`src/rtl/mem_access_unit_pkg.sv`:
```
// Shared types and constants for the load/store unit: memory access-type codes,
// FSM state encoding and the request-type legality check.
package mem_access_unit_pkg;

  localparam logic [2:0] MEM_B  = 3'b000;
  localparam logic [2:0] MEM_H  = 3'b001;
  localparam logic [2:0] MEM_W  = 3'b010;
  localparam logic [2:0] MEM_BU = 3'b100;
  localparam logic [2:0] MEM_HU = 3'b101;

  typedef enum logic [1:0] {
    ST_IDLE   = 2'd0,
    ST_ACCESS = 2'd1,
    ST_RESP   = 2'd2
  } state_e;

  function automatic logic type_illegal(input logic [2:0] t);
    return (t == 3'b011) || (t == 3'b110) || (t == 3'b111);
  endfunction

endpackage

```
`src/rtl/mem_lane_extract.sv`:
```
// Picks the addressed byte/halfword out of a big-endian RAM word and
// sign- or zero-extends it to 32 bits according to the access type.
module mem_lane_extract
  import mem_access_unit_pkg::*;
(
  input  logic [31:0] rdata_i,
  input  logic [1:0]  pos_i,
  input  logic [2:0]  type_i,
  output logic [31:0] data_o
);

  logic [7:0]  byte_v;
  logic [15:0] half_v;

  always_comb begin
    byte_v = 8'h00;
    half_v = 16'h0000;
    data_o = rdata_i;

    // Byte 0 of the word sits in the most significant lane.
    case (pos_i)
      2'b00:   byte_v = rdata_i[31:24];
      2'b01:   byte_v = rdata_i[23:16];
      2'b10:   byte_v = rdata_i[15:8];
      default: byte_v = rdata_i[7:0];
    endcase
    half_v = pos_i[1] ? rdata_i[15:0] : rdata_i[31:16];

    case (type_i)
      MEM_B:   data_o = {{24{byte_v[7]}}, byte_v};
      MEM_BU:  data_o = {24'h000000, byte_v};
      MEM_H:   data_o = {{16{half_v[15]}}, half_v};
      MEM_HU:  data_o = {16'h0000, half_v};
      default: data_o = rdata_i;
    endcase
  end

endmodule

```
`src/rtl/mem_access_unit.sv`:
```
// Load/store initiator for the word-addressed data RAM: one request at a time,
// IDLE -> ACCESS -> RESP, with illegal requests answered without a RAM cycle.
module mem_access_unit
  import mem_access_unit_pkg::*;
#(
  parameter int ADDR_W = 18
) (
  input  logic        clk,
  input  logic        rst,
  input  logic        req_valid,
  output logic        req_ready,
  input  logic        req_write,
  input  logic [2:0]  req_type,
  input  logic [31:0] req_addr,
  input  logic [31:0] req_wdata,
  output logic        resp_valid,
  output logic [31:0] resp_rdata,
  output logic        resp_error,
  output logic        ram_we,
  output logic [2:0]  ram_write_type,
  output logic [31:0] ram_addr,
  output logic [31:0] ram_wdata,
  input  logic [31:0] ram_rdata
);

  state_e      state_q, state_d;
  logic        write_q, write_d;
  logic [2:0]  type_q, type_d;
  logic        ram_we_q, ram_we_d;
  logic [2:0]  ram_type_q, ram_type_d;
  logic [31:0] ram_addr_q, ram_addr_d;
  logic [31:0] ram_wdata_q, ram_wdata_d;
  logic        resp_valid_q, resp_valid_d;
  logic [31:0] resp_rdata_q, resp_rdata_d;
  logic        resp_error_q, resp_error_d;

  logic        accept;
  logic        req_err;
  logic [31:0] lane_data;

  assign accept  = req_valid && (state_q == ST_IDLE);
  assign req_err = type_illegal(req_type)
                || (req_write && req_type[2])
                || ((req_type[1:0] == 2'b01) && req_addr[0])
                || ((req_type == MEM_W) && (req_addr[1:0] != 2'b00))
                || (req_addr[31:ADDR_W] != '0);

  mem_lane_extract u_lane (
    .rdata_i (ram_rdata),
    .pos_i   (ram_addr_q[1:0]),
    .type_i  (type_q),
    .data_o  (lane_data)
  );

  always_ff @(posedge clk or posedge rst) begin
    if (rst) state_q <= ST_IDLE;
    else     state_q <= state_d;
  end

  always_comb begin
    state_d = state_q;
    unique case (state_q)
      ST_IDLE:   if (accept) state_d = req_err ? ST_RESP : ST_ACCESS;
      ST_ACCESS: state_d = ST_RESP;
      ST_RESP:   state_d = ST_IDLE;
      default:   state_d = ST_IDLE;
    endcase
  end

  // ram_we is only ever set on the IDLE->ACCESS edge, so it is clean for the level-sensitive RAM.
  always_comb begin
    write_d      = write_q;
    type_d       = type_q;
    ram_we_d     = 1'b0;
    ram_type_d   = ram_type_q;
    ram_addr_d   = ram_addr_q;
    ram_wdata_d  = ram_wdata_q;
    resp_valid_d = 1'b0;
    resp_rdata_d = 32'h0;
    resp_error_d = 1'b0;
    unique case (state_q)
      ST_IDLE: begin
        if (accept) begin
          write_d = req_write;
          type_d  = req_type;
          if (req_err) begin
            resp_valid_d = 1'b1;
            resp_error_d = 1'b1;
          end else begin
            ram_we_d   = req_write;
            ram_type_d = {1'b0, req_type[1:0]};
            ram_addr_d = req_addr;
            if (req_write) ram_wdata_d = req_wdata;
          end
        end
      end
      ST_ACCESS: begin
        resp_valid_d = 1'b1;
        resp_rdata_d = write_q ? 32'h0 : lane_data;
      end
      default: ;
    endcase
  end

  always_ff @(posedge clk or posedge rst) begin
    if (rst) begin
      write_q      <= 1'b0;
      type_q       <= MEM_W;
      ram_we_q     <= 1'b0;
      ram_type_q   <= MEM_W;
      ram_addr_q   <= 32'h0;
      ram_wdata_q  <= 32'h0;
      resp_valid_q <= 1'b0;
      resp_rdata_q <= 32'h0;
      resp_error_q <= 1'b0;
    end else begin
      write_q      <= write_d;
      type_q       <= type_d;
      ram_we_q     <= ram_we_d;
      ram_type_q   <= ram_type_d;
      ram_addr_q   <= ram_addr_d;
      ram_wdata_q  <= ram_wdata_d;
      resp_valid_q <= resp_valid_d;
      resp_rdata_q <= resp_rdata_d;
      resp_error_q <= resp_error_d;
    end
  end

  assign req_ready      = (state_q == ST_IDLE);
  assign resp_valid     = resp_valid_q;
  assign resp_rdata     = resp_rdata_q;
  assign resp_error     = resp_error_q;
  assign ram_we         = ram_we_q;
  assign ram_write_type = ram_type_q;
  assign ram_addr       = ram_addr_q;
  assign ram_wdata      = ram_wdata_q;

endmodule

```
`config.mk`:
```
export PLATFORM = sky130hd
export DESIGN_NAME = mem_access_unit
export DESIGN_NICKNAME = d
export VERILOG_FILES = /design/src/rtl/mem_access_unit_pkg.sv /design/src/rtl/mem_lane_extract.sv /design/src/rtl/mem_access_unit.sv
export SDC_FILE = /design/constraint.sdc
export NUM_CORES = 1
export LEC_CHECK = 0
export ABC_AREA = 1
export BUFFER_PORTS_ARGS = -buffer_cell sky130_fd_sc_hd__clkbuf_2
export CORE_MARGIN = 2
export CORE_UTILIZATION = 42
export CTS_BUF_LIST = sky130_fd_sc_hd__clkbuf_16
export DETAILED_ROUTE_END_ITERATION = 8
export GPL_ROUTABILITY_DRIVEN = 0
export PLACE_DENSITY = 0.76
export RECOVER_POWER = 50
export SETUP_SLACK_MARGIN = 0.1
export SYNTH_ARGS = -nofsm -noshare
export SYNTH_HDL_FRONTEND = slang
export SYNTH_SLANG_ARGS = --single-unit
```
`constraint.sdc`:
```
create_clock -name clk -period 3.6 [get_ports clk]
set_clock_uncertainty 0.1 [all_clocks]
set_input_delay 0.72 -clock clk [delete_from_list [all_inputs] [get_ports clk]]
set_output_delay 0.72 -clock clk [all_outputs]
set_load 0.01 [all_outputs]
```
After elaboration in Yosys (flattened, before gate mapping). Index checks and enable logic that the tools add are counted.

Register bits after elaboration: 107. Input bits: 103. Output and inout bits: 103. Logic and storage cells: 56.

Equality and inequality tests: 12. Mux-type cells: 15. Bitwise operators: 1. Reductions and logical operators: 18.

Operators with widths (count): $pmux W32 S4 (1); $mux W32 (2); $pmux W8 S3 (1); $mux W16 (1); $reduce_bool A14 Y1 (1); $eq A3 B3 Y1 const B (4); $eq A2 B1 Y1 const B (3); $eq A3 B2 Y1 const B (2); $logic_or A1 B1 Y1 (6); $mux W1 (6); $logic_and A1 B1 Y1 (4); $logic_not A2 Y1 (2); $mux W2 (2); $pmux W2 S2 (1); $reduce_and A4 Y1 (1); $eq A3 B1 Y1 const B (1); $logic_not A3 Y1 (1); $reduce_and A3 Y1 (1); $eq A2 B2 Y1 const B (1); $ne A2 B1 Y1 const B (1); $pmux W1 S2 (1); $reduce_and A2 Y1 (1); $reduce_bool A2 Y1 (1); $not A1 Y1 (1).

Longest topological paths before layout. Gate-level depths: netlist of run 1.

Word-level depth: 10. Gate-level depth with buffers: 10. Gate-level depth less buffers: 9.

Modules after synthesis. From an unflattened synthesis of run 1, not the netlist that was laid out.

Cells, all modules: 625. Area, all modules: 5173.7 µm².

Modules (own cells, without submodules): mem_access_unit (times used 1, cells each 440, area an instance 4225.3 µm²); mem_lane_extract (times used 1, cells each 185, area an instance 948.4 µm²).

Worst setup path before layout of run 1. OpenSTA, ideal clock, no wires.

Path kind: input to register. Start: input req_addr[20]. End: register ram_wdata_q[0] (netlist: ram_wdata[0]). Setup time: 0.117 ns. Arrival: 1.590 ns. Path slack: 1.793 ns. Cell stages on the path: 8. Buffers on the path: 1. Cells stage by stage: or2_4 > nor2_4 > nand2_1 > nor2_2 > nand2_2 > buf_6 > nand2_1 > nand2_1.

Cells in the longest elaborated chain, start to end: 4.

Ends and longest elaborated chain: start, declared (line mem_access_unit.sv:14) `input logic [31:0] req_addr,`; $reduce_bool A14 Y1 (line mem_access_unit.sv:46) `|| (req_addr[31:ADDR_W] != '0);`; $logic_or A1 B1 Y1 (line mem_access_unit.sv:46); $not A1 Y1 (no source line); $reduce_and A4 Y1 (no source line); end signal, assigned (line mem_access_unit.sv:122) `ram_wdata_q <= ram_wdata_d;`; end, declared (line mem_access_unit.sv:32) `logic [31:0] ram_wdata_q, ram_wdata_d;`.

Every way passes these cells. A chain may end at the register's enable or synchronous reset.

Final worst setup path of run 1.
Start: register ram_addr_q[1] (netlist: ram_addr[1]). End: output ram_addr[1].

RTL lines: start, declared (line mem_access_unit.sv:31) `logic [31:0] ram_addr_q, ram_addr_d;`; start signal, assigned (line mem_access_unit.sv:121) `ram_addr_q <= ram_addr_d;`; end, declared (line mem_access_unit.sv:21) `output logic [31:0] ram_addr,`.

No word-level cell between the ends.

==> impl_metrics.toml, run 1 <==
[run_status]
status = "finished, final reports clean"

[clock_tree]
post-cts-setup-buffers = 0
clk_latency_ns = 0.33
htree_levels = 3
holdBufCountCts = 0
cts-root-buf = "clkbuf_16"
cts_buffer_depth = 2
cts_tree = "built"
cts_sinks = 107
path_clk_slew_ns = 0.07
numCtsBuffers = 9
cts_resized = 0

[floorplan]
die-width_microns = 107.7
die_h_microns = 107.7
rows = 37
core_sq_um = 10370
die_area_sq_um = 11600
boundaryPins = 206
start_util_pct = 43.57

[drt]
drtPass1Iterations = 4
vias = 3978
via_per_inst = 4.713
drc = 0
ant_nets = 0
wirelength_mm = 11.04
dr.first_iter.drc_count = 177
wl_per_cell_microns = 13.09

[timing]
fin_crit_sh_pct = 56.76
min_period_ns = 2.043
hold-worst-slack_ns = 0.3751
tns_ns = 0
setup_viol = 0
worst_pin_slew_ns = 0.8582
rsz0062_at_grt = "false"
slew_headroom_pct = 42.58
max_freq_mhz = 489.4
finalHoldViolations = 0
final_max_slew_viol_count = 0

[logic_synthesis]
syn_area_sq_um = 4518
synth_seq_cells = 107
syn_inst = 509
syn_nets = 612
ys_seq_area_share_pct = 59.32
synth.distinct_cells = 25
yosysWarningCount = 0
syn_avg_cell_area_sq_um = 8.876

[worst_setup_path]
path_delay_family = "flip-flops"
critPathMaxFanout = 15
critPathRequiredTime_ns = 2.78
critical_path_buf_inv_count = 1
worstSetupPathType = "reg -> out"
critPathArrivalTime_ns = 1.22
slowest_stage = "dfrtp_1"
cp_cell_sequence = "clkbuf_2"
endpoint_kind = "primary output"
critPathMaxStageDelay_ns = 0.66
cp-start-kind = "register"

[global_route]
overflow = 0
grtUsageTotal_pct = 18.90
grt_pass1_vias = 3753
grt_first_pass_wirelength_mm = 17.47
antenna_found_initial = 0
grt_max_degree = 108

[placed_design]
dp_hpwl_mm = 8.134
dp.cells = 828
port_buffers = 204

[layout]
final_nets = 806
final_cells = 844
drive_above_1_share_pct = 29.80
fin_util_pct = 55.82
syn_to_final_growth_pct = 28.11
n_antenna_cell = 0

[job]
maxCapViolCount = 0

[power_and_ir_drop]
total_power_w = 0.002420
irDropWorstVdd_uv = 199.8
cellPowerDensity_nw_per_um2 = 418.1
p_leak_nw = 3.362

[worst_hold_path]
holdCritPathClass = "reg -> reg"
-- Yosys cell counts --
library cell / number / share of area, %
nand2_2: 5 / 0.69
buf_2: 5 / 0.55
nor2_4: 2 / 0.50
buf_6: 9 / 2.2
o21ai_0: 40 / 4.4
inv_2: 4 / 0.33
or2_4: 1 / 0.19
a21o_1: 1 / 0.17
conb_1: 1 / 0.083
nand2_1: 207 / 17
clkbuf_1: 5 / 0.42
nor3_1: 1 / 0.11
nand3_1: 6 / 0.66
buf_4: 3 / 0.50
nor2_2: 13 / 1.8
o22ai_1: 5 / 0.69
nand3_4: 1 / 0.39
inv_1: 28 / 2.3
dfrtp_1: 105 / 58
a21oi_1: 14 / 1.6
or2_2: 4 / 0.55
dfstp_2: 2 / 1.2
nor2_1: 41 / 3.4
nor2_8: 2 / 0.89
nand2_4: 4 / 1.0
-- worst paths after layout --
check	from	end	slack (ns)	cells past startpoint
min in group asynchronous	rst	ram_wdata[26]	0.44	3
worst min register to register	ram_write_type[1]	ram_write_type[1]	0.38	2
worst max register to register	type_q[1]	resp_rdata[15]	1.59	9
max in group asynchronous	rst	resp_rdata[5]	2.53	3
worst max-delay path	ram_addr[1]	ram_addr[1]	1.56	1
worst min-delay path	ram_write_type[1]	ram_write_type[1]	0.38	2
-- metrics by stage --
| step | instance area, sq um | worst slack (ns) |
|---|---|---|
| 6_report | 5788 | 1.557 |
| 5_1_grt | 5788 | 1.379 |
| 4_1_cts | 5864 | 1.537 |
| 3_5_place_dp | 5565 | 1.267 |
| 3_3_place_gp | 5565 | 1.385 |
| 2_1_floorplan | 4522 | 1.494 |
-- flip-flops by register name, indices dropped and copies added, names as in the netlist --
name,flops
ram_addr,32
ram_wdata,32
ram_we,1
ram_write_type,2
resp_error,1
resp_rdata,32
resp_valid,1
state_q,2
type_q,3
write_q,1
-- metal layers --
metal | up-vias | wire length (microns) | global-route usage, %
met5 | - | 0 | 0
li1 | 1946 | - | -
met2 | 195 | 5328 | 30.86
met3 | 24 | 862 | 4.177
met4 | 0 | 254 | 7.601
met1 | 1813 | 4599 | 24.42
-- power by group --
group	switching [W]	internal, W	total [W]	leakage [nW]
Clock	0.000446	0.000545	0.000991	0.148
Sequential	0.00000891	0.00121	0.00122	1.41
Combinational	0.000134	0.0000751	0.000209	1.81
Total	0.000589	0.00183	0.00242	3.36
-- cells in the final DEF (no fill, tap or decap) --
| cell | count |
|---|---|
| nand2_1 | 208 |
| clkbuf_2 | 159 |
| dfrtp_1 | 105 |
| clkbuf_1 | 45 |
| nor2_1 | 43 |
| o21ai_0 | 40 |
| inv_1 | 27 |
| a21oi_1 | 14 |
| nor2_2 | 12 |
| clkbuf_16 | 9 |
| nand3_1 | 6 |
| nand2_2 | 5 |
| o22ai_1 | 5 |
| inv_2 | 4 |
| or2_2 | 4 |
| nand2_4 | 3 |
| inv_6 | 3 |
| nor2_8 | 2 |
| dfstp_2 | 2 |
| or2_4 | 1 |
| nor2_4 | 1 |
| nand3_4 | 1 |
| nor3_1 | 1 |
| a21o_1 | 1 |
| clkinvlp_2 | 1 |
| conb_1 | 1 |
| bufinv_16 | 1 |
| clkinv_2 | 1 |
| clkinv_4 | 1 |
| clkinv_1 | 1 |
| buf_12 | 1 |
-- logic make-up (layout without fill, tap and decap cells) --
kind of cell | after synthesis | after routing | share of synthesized area, %
buffers and inverters | 54 | 253 | 6.369
other | 1 | 1 | 0.08300
AND/OR/NAND/NOR | 287 | 287 | 27.39
flip-flops | 107 | 107 | 59.32
AO/OA/AOI/OAI | 60 | 60 | 6.840
-- final cells by class --
| cell class | count | area (sq um) |
|---|---|---|
| Fill cell | 1009 | 4582 |
| Sequential cell | 107 | 2680 |
| Multi-Input combinational cell | 348 | 1533 |
| Timing Repair Buffer | 205 | 984.7 |
| Clock buffer | 9 | 225.2 |
| Tap cell | 136 | 170.2 |
| Inverter | 32 | 121.4 |
| Clock inverter | 7 | 73.82 |
Note: power is estimated with default switching activity, not from simulation.
==> inputs of run 2 (changes only) <==
--- a/config.mk
+++ b/config.mk
@@ -5,14 +5,14 @@
 export SDC_FILE = /design/constraint.sdc
 export NUM_CORES = 1
 export LEC_CHECK = 0
-export ABC_AREA = 1
+export ABC_AREA = 0
 export BUFFER_PORTS_ARGS = -buffer_cell sky130_fd_sc_hd__clkbuf_2
 export CORE_MARGIN = 2
-export CORE_UTILIZATION = 42
+export CORE_UTILIZATION = 46
 export CTS_BUF_LIST = sky130_fd_sc_hd__clkbuf_16
 export DETAILED_ROUTE_END_ITERATION = 8
 export GPL_ROUTABILITY_DRIVEN = 0
-export PLACE_DENSITY = 0.76
+export PLACE_DENSITY = 0.8
 export RECOVER_POWER = 50
 export SETUP_SLACK_MARGIN = 0.1
 export SYNTH_ARGS = -nofsm -noshare
==> constraint.sdc (replaced) <==
create_clock -name clk -period 2 [get_ports clk]
set_clock_uncertainty 0.1 [all_clocks]
set_input_delay 0.4 -clock clk [delete_from_list [all_inputs] [get_ports clk]]
set_output_delay 0.4 -clock clk [all_outputs]
set_load 0.01 [all_outputs]
==> impl_metrics.toml, run 2 <==
[run_status]
status = "finished, final reports clean"

[worst_setup_path]
reg2regPathDepth = 7
setup.worst_path.end = "ram_addr[0]"
cp-start-kind = "input port"
reg2reg_to = "ram_addr[0]"
critPathRequiredTime_ns = 2.11
rr_startpoint = "state_q[0]"
critPathMaxFanout = 6
worstSetupPathType = "in -> reg"
startpoint = "req_addr[30]"
endpoint_kind = "register"
critPathArrivalTime_ns = 2.03
r2r_slack_ns = 0.13

[timing]
setup_viol = 0
final_max_slew_viol_count = 0
rsz0062_at_grt = "true"
worst_pin_slew_ns = 1.159
finalHoldViolations = 0
slew_headroom_pct = 22.73
fin_crit_sh_pct = 95.85
min_period_ns = 1.917
max_freq_mhz = 521.7
tns_ns = 0

[global_route]
antenna_found_initial = 0
grt_pass1_vias = 3423
grtUsageTotal_pct = 20.64
grt_first_pass_wirelength_mm = 16.52
overflow = 0
grt_max_degree = 47

[clock_tree]
cts_tree = "built"
numCtsBuffers = 9
path_clk_slew_ns = 0.07
htree_levels = 3
cts_buffer_depth = 2
clk_latency_ns = 0.33
cts-root-buf = "clkbuf_16"
cts_sinks = 107

[drt]
ant_nets = 0
via_per_inst = 5.143
vias = 3451
dr.first_iter.drc_count = 106
wl_per_cell_microns = 16.65
drtPass1Iterations = 4
wirelength_mm = 11.17
drc = 0

[placed_design]
dp_hpwl_mm = 7.791
port_buffers = 204
dp.cells = 643

[logic_synthesis]
synth.area.top_cells = "dfrtp_1 61%, mux2_2 14%, a21o_1 2.8%, a21oi_1 2.1%, nor2b_1 2.0%"
syn_nets = 423
synthTopCellsByCount = "105 x dfrtp_1, 55 x mux2_2, 18 x a21oi_1, 16 x a21o_1, 14 x nor2b_1"
synth.distinct_cells = 32
synth_seq_cells = 107
synth.most_common_cell = "dfrtp_1"
ys_seq_area_share_pct = 62.32
netlist.area_leader.share_pct = 61.10
yosysWarningCount = 0
syn_inst = 320
synth_edf_count = 0
synthArstFlopShare_pct = 100.0
syn_avg_cell_area_sq_um = 13.44
syn_area_sq_um = 4300
yosys_most_used_dff = "dfrtp_1"
synth_top_area_cell = "dfrtp_1"

[floorplan]
die-width_microns = 100.7
die_h_microns = 100.7
boundaryPins = 206
start_util_pct = 46.99
core_sq_um = 9153
rows = 35
die_area_sq_um = 10140

[layout]
final_cells = 671
drive_above_1_share_pct = 50.18
fin_util_pct = 68.02
layout_common_cells = "155 x clkbuf_2, 105 x dfrtp_1, 51 x clkbuf_1"
final_nets = 658
syn_to_final_growth_pct = 44.78
layout_commonest_cell = "clkbuf_2"
n_antenna_cell = 0

[worst_hold_path]
min_path_cells = 2
holdCritPathClass = "in -> reg"

[power_and_ir_drop]
p_leak_nw = 3.416
irDropWorstVdd_uv = 479.7
cellPowerDensity_nw_per_um2 = 697.3

[job]
maxCapViolCount = 0
## run 2: cell count changes after synthesis, sizes merged, moves of 8 or more
cell,change
nor2b,+14
nor2,-48
nand2,-211
nor3,+10
mux2,+57
a21o,+15
inv,-20
o21ai,-31
a221oi,+8
## run 2: logic make-up (layout without fill, tap and decap cells)
| logic type | Yosys count | count (layout) | synth area share, % |
|---|---|---|---|
| other | 1 | 1 | 0.08720 |
| buffers and inverters | 32 | 272 | 3.608 |
| muxes | 62 | 62 | 16.09 |
| AOI/OAI and AO/OA | 63 | 63 | 10.07 |
| and+or+nand+nor | 55 | 55 | 7.826 |
| DFF | 107 | 107 | 62.32 |
## run 2: metrics by stage
stage                     total power, W  cell area (sq um)  setup slack [ns]  hold WS [ns]
after floorplan                 0.002407               4442           -0.1522        0.3576
after global placement          0.002582               5709           -0.2260        0.3778
after detailed placement        0.002596               5709           -0.2575        0.3817
after CTS                       0.004377               6113           0.09584       0.03025
after global routing            0.004517               6226           0.05047        0.1776
final                           0.004342               6226           0.08306        0.1775
## run 2: where the power goes
| group | total (W) | internal (W) | switching (W) |
|---|---|---|---|
| combinational | 0.000349 | 0.000160 | 0.000189 |
| sequential | 0.00221 | 0.00218 | 0.0000340 |
| clock | 0.00178 | 0.000984 | 0.000794 |
| total | 0.00434 | 0.00332 | 0.00102 |
## run 2: worst min path at each step
stage / from / to / slack (ns)
detailed placement: write_q / write_q / 0.38
CTS: rst / ram_wdata[18] / 0.03
global route: ram_rdata[29] / resp_rdata[29] / 0.18
global placement: rst / ram_wdata[22] / 0.38
floorplan: state_q[1] / resp_valid / 0.36
finish: ram_rdata[29] / resp_rdata[29] / 0.18
## run 2: area by class of cell
type,count,area [sq um]
clock buffer,9,225.2
clock inverter,7,75.07
fill,746,2927
inverter,12,46.29
multi-input combinational,181,1679
sequential,107,2680
tap,111,138.9
timing repair buffer,244,1381
## run 2: layer usage
layer | global-route usage (%) | vias up | part of all wire (%)
li1 | - | 1599 | -
met4 | 5.901 | 0 | 1.1
met1 | 27.18 | 1711 | 43
met3 | 4.161 | 11 | 4.9
met5 | 0 | - | 0
met2 | 34.72 | 130 | 51
## run 2: timing repair
item	CTS	global route
hold buffers	0	0
setup buffers	5	1
setup endpoints to repair	55	53
resized for setup	5	23
cloned	2	4
pin swaps	3	2
## run 2: critical path, cell delays in order
cell and delay, ns:
buf_6 0.09, nor4_4 0.27, o211ai_2 0.16, buf_4 0.18, nor4_4 0.29, buf_6 0.18, clkbuf_16 0.16, mux2_4 0.29
